File: src/rtl/adc_serial_emulator_if.sv
// Parallel-word input side and serial-lane output side of the ADC lane emulator.
// Handshake: a word transfers on a rising clk edge where valid & ready; ready is registered.
interface adc_serial_emulator_if #(
    parameter int WIDTH = 8
);
    logic [WIDTH-1:0]         data;
    logic                     valid;
    logic                     ready;
    logic                     train;
    logic                     slip;
    logic                     d;
    logic                     frame;
    logic                     underrun;
    logic [$clog2(WIDTH)-1:0] slip_cnt;
    logic                     dbg_state;

    modport master (
        output data, valid, train, slip,
        input  ready, d, frame, underrun, slip_cnt, dbg_state
    );

    modport slave (
        input  data, valid, train, slip,
        output ready, d, frame, underrun, slip_cnt, dbg_state
    );
endinterface

File: src/rtl/adc_serial_emulator.sv
// Bit-clock serializer emulating one ADC LVDS lane: serial data plus frame marker,
// with a one-entry holding register, training pattern and bit-slip injection.
module adc_serial_emulator #(
    parameter int               WIDTH         = 8,
    parameter bit               LSB_FIRST     = 1'b1,
    parameter logic [WIDTH-1:0] TRAIN_PATTERN = 8'hF0,
    parameter logic [WIDTH-1:0] IDLE_WORD     = 8'h00
) (
    input logic                   clk,
    input logic                   rst,
    adc_serial_emulator_if.slave  bus
);
    localparam int            CW   = $clog2(WIDTH);
    localparam logic [CW-1:0] LAST = CW'(WIDTH - 1);
    localparam logic [CW-1:0] HALF = CW'(WIDTH / 2);

    typedef enum logic {S_INIT, S_RUN} state_t;

    state_t           state;
    logic [WIDTH-1:0] hold;
    logic             hold_full;
    logic [WIDTH-1:0] shreg;
    logic [CW-1:0]    bcnt;
    logic             ready_r;
    logic             d_r;
    logic             frame_r;
    logic             underrun_r;
    logic             slip_q;
    logic             slip_pend;
    logic [CW-1:0]    slip_cnt_r;

    logic             xfer;
    logic             slip_rise;
    logic [WIDTH-1:0] next_word;
    logic             take_hold;
    logic             idle_load;
    logic [CW-1:0]    nxt_idx;

    function automatic logic bit_at(input logic [WIDTH-1:0] w, input logic [CW-1:0] k);
        logic [CW-1:0] idx;
        idx = LSB_FIRST ? k : LAST - k;
        return w[idx];
    endfunction

    assign xfer      = bus.valid & ready_r;
    assign slip_rise = bus.slip & ~slip_q;
    assign nxt_idx   = bcnt + CW'(1);

    // Training outranks the holding register, which is left untouched while training.
    always_comb begin
        next_word = IDLE_WORD;
        take_hold = 1'b0;
        idle_load = 1'b0;
        if (bus.train) begin
            next_word = TRAIN_PATTERN;
        end else if (hold_full) begin
            next_word = hold;
            take_hold = 1'b1;
        end else begin
            idle_load = 1'b1;
        end
    end

    always_ff @(posedge clk or posedge rst) begin
        if (rst) begin
            state      <= S_INIT;
            hold       <= '0;
            hold_full  <= 1'b0;
            shreg      <= '0;
            bcnt       <= '0;
            ready_r    <= 1'b0;
            d_r        <= 1'b0;
            frame_r    <= 1'b0;
            underrun_r <= 1'b0;
            slip_q     <= 1'b0;
            slip_pend  <= 1'b0;
            slip_cnt_r <= '0;
        end else begin
            slip_q     <= bus.slip;
            underrun_r <= 1'b0;
            // ready rises only one edge after the hold has been emptied by a load.
            ready_r    <= ~xfer & ~hold_full;
            if (slip_rise && !slip_pend) begin
                slip_pend <= 1'b1;
            end
            if (xfer) begin
                hold      <= bus.data;
                hold_full <= 1'b1;
            end
            case (state)
                S_INIT: begin
                    shreg   <= next_word;
                    d_r     <= bit_at(next_word, '0);
                    frame_r <= 1'b1;
                    bcnt    <= '0;
                    state   <= S_RUN;
                end
                S_RUN: begin
                    if (bcnt == LAST && slip_pend) begin
                        // Stretch the word by one cycle: d, frame and bcnt simply hold.
                        slip_pend  <= 1'b0;
                        slip_cnt_r <= (slip_cnt_r == LAST) ? '0 : slip_cnt_r + CW'(1);
                    end else if (bcnt == LAST) begin
                        shreg      <= next_word;
                        d_r        <= bit_at(next_word, '0);
                        frame_r    <= 1'b1;
                        bcnt       <= '0;
                        underrun_r <= idle_load;
                        if (take_hold) begin
                            hold_full <= 1'b0;
                        end
                    end else begin
                        bcnt    <= nxt_idx;
                        d_r     <= bit_at(shreg, nxt_idx);
                        frame_r <= (nxt_idx < HALF);
                    end
                end
                default: state <= S_INIT;
            endcase
        end
    end

    assign bus.ready     = ready_r;
    assign bus.d         = d_r;
    assign bus.frame     = frame_r;
    assign bus.underrun  = underrun_r;
    assign bus.slip_cnt  = slip_cnt_r;
    assign bus.dbg_state = (state == S_RUN);
endmodule
File: src/flat_wrapper.sv
// flat-port wrapper written by rule: the top's interface ports become plain ports
module adc_serial_emulator_flat 
#(
    parameter int               WIDTH         = 8,
    parameter bit               LSB_FIRST     = 1'b1,
    parameter logic [WIDTH-1:0] TRAIN_PATTERN = 8'hF0,
    parameter logic [WIDTH-1:0] IDLE_WORD     = 8'h00
)
  (clk, rst, bus_data, bus_valid, bus_train, bus_slip, bus_ready, bus_d, bus_frame, bus_underrun, bus_slip_cnt, bus_dbg_state);
  adc_serial_emulator_if #(.WIDTH(WIDTH)) bus_i ();
  input logic clk;
  input logic rst;
  input wire logic [$bits(bus_i.data)-1:0] bus_data;
  input wire logic [$bits(bus_i.valid)-1:0] bus_valid;
  input wire logic [$bits(bus_i.train)-1:0] bus_train;
  input wire logic [$bits(bus_i.slip)-1:0] bus_slip;
  output wire logic [$bits(bus_i.ready)-1:0] bus_ready;
  output wire logic [$bits(bus_i.d)-1:0] bus_d;
  output wire logic [$bits(bus_i.frame)-1:0] bus_frame;
  output wire logic [$bits(bus_i.underrun)-1:0] bus_underrun;
  output wire logic [$bits(bus_i.slip_cnt)-1:0] bus_slip_cnt;
  output wire logic [$bits(bus_i.dbg_state)-1:0] bus_dbg_state;
  assign bus_i.data = bus_data;
  assign bus_i.valid = bus_valid;
  assign bus_i.train = bus_train;
  assign bus_i.slip = bus_slip;
  assign bus_ready = bus_i.ready;
  assign bus_d = bus_i.d;
  assign bus_frame = bus_i.frame;
  assign bus_underrun = bus_i.underrun;
  assign bus_slip_cnt = bus_i.slip_cnt;
  assign bus_dbg_state = bus_i.dbg_state;
  adc_serial_emulator #(.WIDTH(WIDTH), .LSB_FIRST(LSB_FIRST), .TRAIN_PATTERN(TRAIN_PATTERN), .IDLE_WORD(IDLE_WORD)) u_core (.clk(clk), .rst(rst), .bus(bus_i));
endmodule
File: config.mk
export PLATFORM = sky130hd
export DESIGN_NAME = adc_serial_emulator_flat
export DESIGN_NICKNAME = d
export VERILOG_FILES = /design/src/rtl/adc_serial_emulator_if.sv /design/src/rtl/adc_serial_emulator.sv /design/src/flat_wrapper.sv
export SDC_FILE = /design/constraint.sdc
export NUM_CORES = 1
export LEC_CHECK = 0
export ABC_AREA = 1
export CAP_MARGIN = 20
export CORE_AREA = 2 2 56 58
export DETAILED_ROUTE_END_ITERATION = 10
export DIE_AREA = 0 0 58 60
export GPL_TIMING_DRIVEN = 0
export MAX_ROUTING_LAYER = met4
export PLACE_DENSITY = 0.84
export SYNTH_ARGS = -nofsm -noshare
export SYNTH_HDL_FRONTEND = slang
export SYNTH_SLANG_ARGS = --single-unit
File: constraint.sdc
create_clock -name clk -period 1.5 [get_ports clk]
set_input_delay 0.225 -clock clk [delete_from_list [all_inputs] [get_ports clk]]
set_output_delay 0.225 -clock clk [all_outputs]
set_load 0.02 [all_outputs]
==> run_results.csv, run 1 <==
group,metric,value,unit
status,outcome,"complete, but fails checks",
status,failed_checks,"negative setup slack",
grt,initial_antenna_violation_count,0,
logic_synthesis,async_flop_share,100,%
logic_synthesis,synth_nets,151,
clock_network,htree_levels,2,
grt,grt_max_degree,31,
drt,drtIter0Drc,32,
final_layout,final_util,60.6,%
min_path,hold_class,"in2async",
die,floorplan.die_area,3480,sq um
clock_network,tritoncts,"done",
critical_path,rr_startpoint,"u_core.bcnt[1]",
clock_network,ctsHoldBuffers,0,
logic_synthesis,syn-cell-area,1320,sq um
critical_path,r2r_slack,-50,ps
die,fp-row-count,20,
die,start_util,45.5,%
critical_path,endpoint,"u_core.bus.frame",
critical_path,sort_of_element_at_the_start_of_the_critical_path,"flop",
logic_synthesis,ys_seq_area_share,56.9,%
logic_synthesis,leading_post_synthesis_cells_by_instance_count,"30 x dfrtp_1, 21 x inv_1, 19 x nand2_1",
sta,timing.hold.ws,203,ps
clock_network,total_clock_buffers_created_by_cts,5,
job,maxCapViolations,0,
logic_synthesis,synth.most_common_cell,"dfrtp_1",
sta,setup_ws,-55.0,ps
clock_network,clock_sink_count,30,
drt,totalWireLength,3010,um
clock_network,clockBufferDepth,2,
critical_path,crit_fanout,7,
sta,finalClockSkew,6.65,ps
final_layout,num_antenna_cells,0,
sta,final-setup-viol-count,4,
critical_path,timing_worst_setup_path_type,"reg2reg",
power,cellPowerDensity,917,nW/um^2
final_layout,final_layout_size_suffix_gt1_share,22.5,%
critical_path,critPathCaptureType,"flop",
grt,grt.total_usage,17.5,%
sta,grt_setup_unrepaired,"yes",
drt,detailed_route_vias_per_instance,5.23,
grt,grt_first_pass_wirelength,4330,um
critical_path,required,1720,ps
power,power.static_leakage,0.907,nW
logic_synthesis,synth.top_cells.by_area,"dfrtp_1 57%, mux2_2 6.8%, inv_1 6.0%",
drt,average_routed_wire_per_standard_cell,14.9,um
power,peakVddDrop,0.680,mV
logic_synthesis,synthDistinctLibCells,19,
logic_synthesis,syn_inst,133,
drt,vias,1056,
sta,max_clock_freq,0.643,GHz
logic_synthesis,synth.avg_cell_area,9.92,sq um
critical_path,worst_ep_arrival_time,1780,ps
sta,timing.final.crit_period,1550,ps
placement,postPlaceCellArea,1570,sq um
critical_path,timing.critical_path.cells,"ha_4 > ha_4 > inv_4 > nor3_4 > inv_4 > o21a_1",
die,die_h,60,um
die,io_pins,21,
sta,slew_violations,0,
critical_path,startpoint,"u_core.bcnt[1]",
final_layout,nFillCells,238,
die,die_width,58,um
die,floorplan.core_area,2900,sq um
placement,gpl.final_weighted_congestion,0.906,
logic_synthesis,post_synth_edffs,0,
clock_network,worst_setup_hold_path_clk_slew,90,ps
final_layout,finish.cell_count_without_fillers,202,
grt,grt_pass1_vias,1020,
logic_synthesis,ys_warn_count,0,
critical_path,critical_path.slowest_cell,"dfrtp_1",
placement,placement.io_buffers,20,
final_layout,fin_nets,186,
drt,drt_pre_antenna_iters,4,
sta,final_hold_vio_count,0,
final_layout,design_area,1760,sq um
power,finalPower,1.61,mW
critical_path,timing.rr.end,"u_core.bus.frame",
drt,antenna_violating_nets_post_route,0,
logic_synthesis,yosys_most_used_dff,"dfrtp_1",
clock_network,clock_tree.root_cell,"clkbuf_4",
placement,place.detailed.instances,186,
drt,remaining_drc_errors,0,
placement,dp_hpwl,1800,um
logic_synthesis,ys_seq_elements,30,
clock_network,clk_latency,330,ps
logic_synthesis,synthDominantCellAreaShare,56.9,%
critical_path,critical_path.max_stage_delay,430,ps
sta,post-route-period-util,104,%
critical_path,r2r_cells,6,
logic_synthesis,post-synth-top-area-cell,"dfrtp_1",
grt,globalRouteOverflowTotal,0,
final_layout,areaGrowthSynthToFinish,33.2,%
## critical path, delay by kind of cell, from the launching register on
family                     cells  cell delay, ps
buffers and inverters          2             160
DFF                            1             430
adders and majority gates      2             320
and+or+nand+nor                1             350
AOI/OAI and AO/OA              1             200
## logic make-up (layout without fill, tap and decap cells)
group	Yosys count	in the layout	synth area share, %
buffers and inverters	24	60	6.92
and+or+nand+nor	43	43	15.2
AOI/OAI and AO/OA	22	22	9.19
muxes	8	8	6.82
other	1	1	0.284
DFF	30	30	56.9
adders and majority gates	5	5	4.74
## final cells by class
class                   count  area (sq um)  share of cell area (%)
clock buffers               7          55.1                    3.13
flip-flops and latches     30           751                    42.7
multi-input cells          79           537                    30.5
clock inverters             1          5.00                   0.285
inverters                  23          91.3                    5.20
plain buffers               1          7.51                   0.427
repair buffers             28           270                    15.4
well taps                  33          41.3                    2.35
## flip-flops by register name, indices dropped and copies added (netlist names), 3 cells and up
name and cells:
u_core.shreg 8, u_core.bcnt 3, u_core.bus.slip_cnt 3, u_core.hold 8
## through the flow
step,TNS [ps],setup slack [ps]
2_1_floorplan,0,42.8
3_3_place_gp,-1300,-110
3_5_place_dp,-3880,-127
4_1_cts,0,19.0
5_1_grt,-623,-96.5
6_report,-132,-55.0
## worst min-delay path by stage
stage / cells past startpoint / to / slack (ps) / startpoint
6_report: 2 / u_core.bus.slip_cnt[0] / 200 / rst
5_1_grt: 2 / u_core.slip_q / 220 / rst
4_1_cts: 1 / u_core.slip_q / 360 / bus_slip
3_5_place_dp: 1 / u_core.bus.frame / 490 / u_core.bus.frame
3_3_place_gp: 1 / u_core.bus.frame / 470 / u_core.bus.frame
2_1_floorplan: 0 / u_core.slip_q / 260 / bus_slip
## cells in the final DEF (no fill, tap or decap), types with 2 or more instances in the layout
cell type	Yosys	routed
ha_1	5	2
inv_1	21	20
mux2_2	8	8
o21a_1	2	2
nand3b_1	2	2
nor2_2	0	2
dlygate4sd2_1	0	8
nand2_2	0	2
o21ai_0	8	6
ha_4	0	2
inv_4	0	2
nand2_1	19	17
nand3_2	0	2
dfrtp_1	30	30
a21oi_1	9	9
buf_4	0	7
nand3_1	13	11
clkdlybuf4s50_1	0	12
o21ai_1	1	2
clkbuf_4	0	6
nor2_1	7	5
## repair_timing
item	CTS	global route
resized for setup	10	16
buffers inserted	3	6
endpoints found under the setup margin	23	17
pin swaps	1	7
## report_power, final
group | internal (mW) | total (mW) | switching (mW) | leakage (nW)
clock | 0.227 | 0.501 | 0.274 | 0.0353
sequential | 0.847 | 0.880 | 0.0333 | 0.384
combinational | 0.114 | 0.230 | 0.117 | 0.488
total | 1.19 | 1.61 | 0.424 | 0.907
## metal layers
metal	GRT usage [%]	share of wire [%]	vias to the layer above
li1	-	-	504
met1	19.9	40	510
met2	29.7	52	37
met3	6.49	6.0	5
met4	3.99	1.7	0
met5	-	0	-
(Power assumes the default switching activity.)
==> inputs of run 2 (changes only) <==
==> constraint.sdc (replaced) <==
create_clock -name clk -period 1.5 [get_ports clk]
set_input_delay 0.225 -clock clk [delete_from_list [all_inputs] [get_ports clk]]
set_output_delay 0.225 -clock clk [all_outputs]
set_load 0.005 [all_outputs]
==> run 2 against run 1 <==
Effect of this change:
- the flow still finishes with violations (negative setup slack)
- critical endpoint is now u_core.bus.d
- non-clock buffer count grew 2
- clock skew fell by 1.3 ps
- total power grew 0.16%
- routed wire length shrank 0.40%
- via count rose by 1.3%
- maximum frequency fell by 0.70%
- cell count increased by 0.99%
- critical path depth up 1
- worst hold slack lost 11 ps
- register-to-register slack hardly changed
- utilization grew 1.3 points
- sequential cell count did not move
==> run_results.csv, run 2 (synthesized netlist as in run 1, its figures left out) <==
group,metric,value,unit
power,switchingPower,416,uW
die,floorplan.core_area,2900,sq um
critical_path,timing.critical_path.cells,"ha_4 > ha_4 > inv_4 > nor3_4 > buf_4 > a31oi_1 > a21oi_1",
critical_path,worst_ep_arrival_time,1820,ps
die,floorplan.die_area,3480,sq um
sta,setup_ws,-65.9,ps
clock_network,ctsHoldBuffers,0,
critical_path,crit_fanout,7,
final_layout,num_antenna_cells,0,
drt,detailed_route_vias_per_instance,5.25,
critical_path,critical_path.max_stage_delay,420,ps
sta,finalClockSkew,5.39,ps
power,peakVddDrop,0.707,mV
clock_network,worst_setup_hold_path_clk_slew,90,ps
sta,timing.final.crit_period,1570,ps
final_layout,mostFrequentLayoutCell,"dfrtp_1",
clock_network,clockBufferDepth,2,
critical_path,r2r_slack,-70,ps
power,swShare,25.8,%
final_layout,most-common-layout-cells,"29 x dfrtp_1, 20 x inv_1, 18 x nand2_1, 18 x clkdlybuf4s50_1, 11 x nand3_1",
status,failed_checks,"negative setup slack",
critical_path,critical_path.slowest_cell,"dfrtp_1",
sta,timing.hold.ws,192,ps
drt,average_routed_wire_per_standard_cell,14.7,um
job,maxCapViolations,0,
power,finalPower,1.61,mW
grt,grt.total_usage,17.7,%
sta,max_clock_freq,0.639,GHz
final_layout,finish.cell_count_without_fillers,204,
clock_network,tritoncts,"done",
die,start_util,45.5,%
placement,placement.io_buffers,20,
final_layout,fin_nets,188,
sta,final_hold_vio_count,0,
grt,globalRouteOverflowTotal,0,
final_layout,reg_top3,"u_core.hold x8, u_core.shreg x8",
status,outcome,"complete, but fails checks",
critical_path,required,1750,ps
drt,drtIter0Drc,37,
final_layout,areaGrowthSynthToFinish,36.1,%
power,p_comb_share,14.3,%
grt,grt_first_pass_wirelength,4390,um
drt,remaining_drc_errors,0,
sta,finalSetupTns,-93.1,ps
drt,vias,1070,
grt,initial_antenna_violation_count,0,
critical_path,timing.rr.end,"u_core.bus.d",
sta,final-setup-viol-count,2,
grt,grt_pass1_vias,1026,
clock_network,htree_levels,2,
placement,dp_hpwl,1800,um
clock_network,clock_sink_count,30,
power,cellPowerDensity,898,nW/um^2
critical_path,critPathCaptureType,"flop",
placement,place_ws,-127,ps
min_path,hold_class,"in2async",
final_layout,final_layout_size_suffix_gt1_share,23.4,%
critical_path,rr_startpoint,"u_core.bcnt[1]",
grt,grt_max_degree,31,
sta,post-route-period-util,104,%
power,power.internal,1.20,mW
drt,antenna_violating_nets_post_route,0,
die,die_h,60,um
critical_path,timing_worst_setup_path_type,"reg2reg",
clock_network,clk_latency,330,ps
critical_path,sort_of_element_at_the_start_of_the_critical_path,"flop",
sta,grt_setup_unrepaired,"yes",
clock_network,clock_tree.root_cell,"clkbuf_4",
power,power.share.sequential,54.3,%
sta,slew_violations,0,
drt,totalWireLength,2990,um
die,die_width,58,um
power,clkPwrFrac,31.3,%
critical_path,r2r_cells,7,
die,io_pins,21,
clock_network,total_clock_buffers_created_by_cts,5,
critical_path,critical_path.most_common_cell,"ha_4",
die,fp-row-count,20,
placement,gpl.final_weighted_congestion,0.906,
power,power.static_leakage,0.927,nW
placement,place.detailed.instances,186,
drt,drt_pre_antenna_iters,4,
==> run 2: cell count changes in the layout (fill, tap and decap cells not counted), moves of 2 or more <==
cell / before / now
clkdlybuf4s50_1: 12 / 18
dlymetal6s2s_1: 0 / 2
dlygate4sd2_1: 8 / 0
buf_4: 7 / 9
==> run 2: timing repair <==
action | 4_1_cts | 5_1_grt
endpoints found under the setup margin | 16 | 18
gates cloned | 0 | 0
pin swaps | 1 | 5
gates resized for setup | 4 | 16
setup buffers | 4 | 6
hold endpoints to repair | 0 | 0
==> run 2: area by class of cell <==
cell class / count / area, sq um
multi-input combinational: 79 / 544
clock inverter: 1 / 5.00
tap: 33 / 41.3
timing repair buffer: 30 / 300
buffer: 1 / 7.51
sequential: 30 / 752
inverter: 23 / 91.3
fill: 233 / 1110
clock buffer: 7 / 55.1
==> run 2: critical path: cells and delay by family (launching register included) <==
family                   cells  cell delay (ps)
flip-flops                   1              420
AND/OR/NAND/NOR              1              350
adder cells (fa/ha/maj)      2              320
buffers and inverters        2              210
AO/OA/AOI/OAI                2              180
==> run 2: power groups by stage <==
stage               combinational, mW  clock, mW  sequential [mW]
CTS                             0.191      0.515            0.871
global route                    0.254      0.546            0.882
detailed placement              0.179          0            0.891
global placement                0.170          0            0.888
finish                          0.231      0.506            0.877
floorplan                      0.0995          0            0.886
==> run 2: stage by stage <==
stage          util (%)  instance area, sq um
3_3_place_gp       53.9                  1570
5_1_grt            61.9                  1800
4_1_cts            57.3                  1660
3_5_place_dp       53.9                  1570
2_1_floorplan         -                  1320
6_report           61.9                  1800
==> run 2: worst max path at each step <==
stage                     slack, ps              startpoint          endpoint
after floorplan                  40          u_core.bcnt[0]  u_core.bus.frame
after global placement         -110          u_core.bcnt[0]  u_core.bus.frame
after detailed placement       -130          u_core.bcnt[0]  u_core.bus.frame
after CTS                         5  u_core.bus.slip_cnt[0]   bus_slip_cnt[0]
after global routing            -80          u_core.bcnt[1]      u_core.bus.d
final                           -70          u_core.bcnt[1]      u_core.bus.d
==> run 2: per-layer routing <==
| layer | GRT usage (%) | wire (um) | part of all wire [%] |
|---|---|---|---|
| met1 | 20.2 | 1250 | 42 |
| met2 | 30.0 | 1550 | 52 |
| met3 | 6.49 | 157 | 5.2 |
| met4 | 3.99 | 38 | 1.3 |
| met5 | - | 0 | 0 |
==> inputs of run 3 (changes only) <==
Settings changed: CTS_CLUSTER_DIAMETER from default to 50.
==> results of run 3 <==
The final DEF is identical to that of run 2; final timing and power are the same.
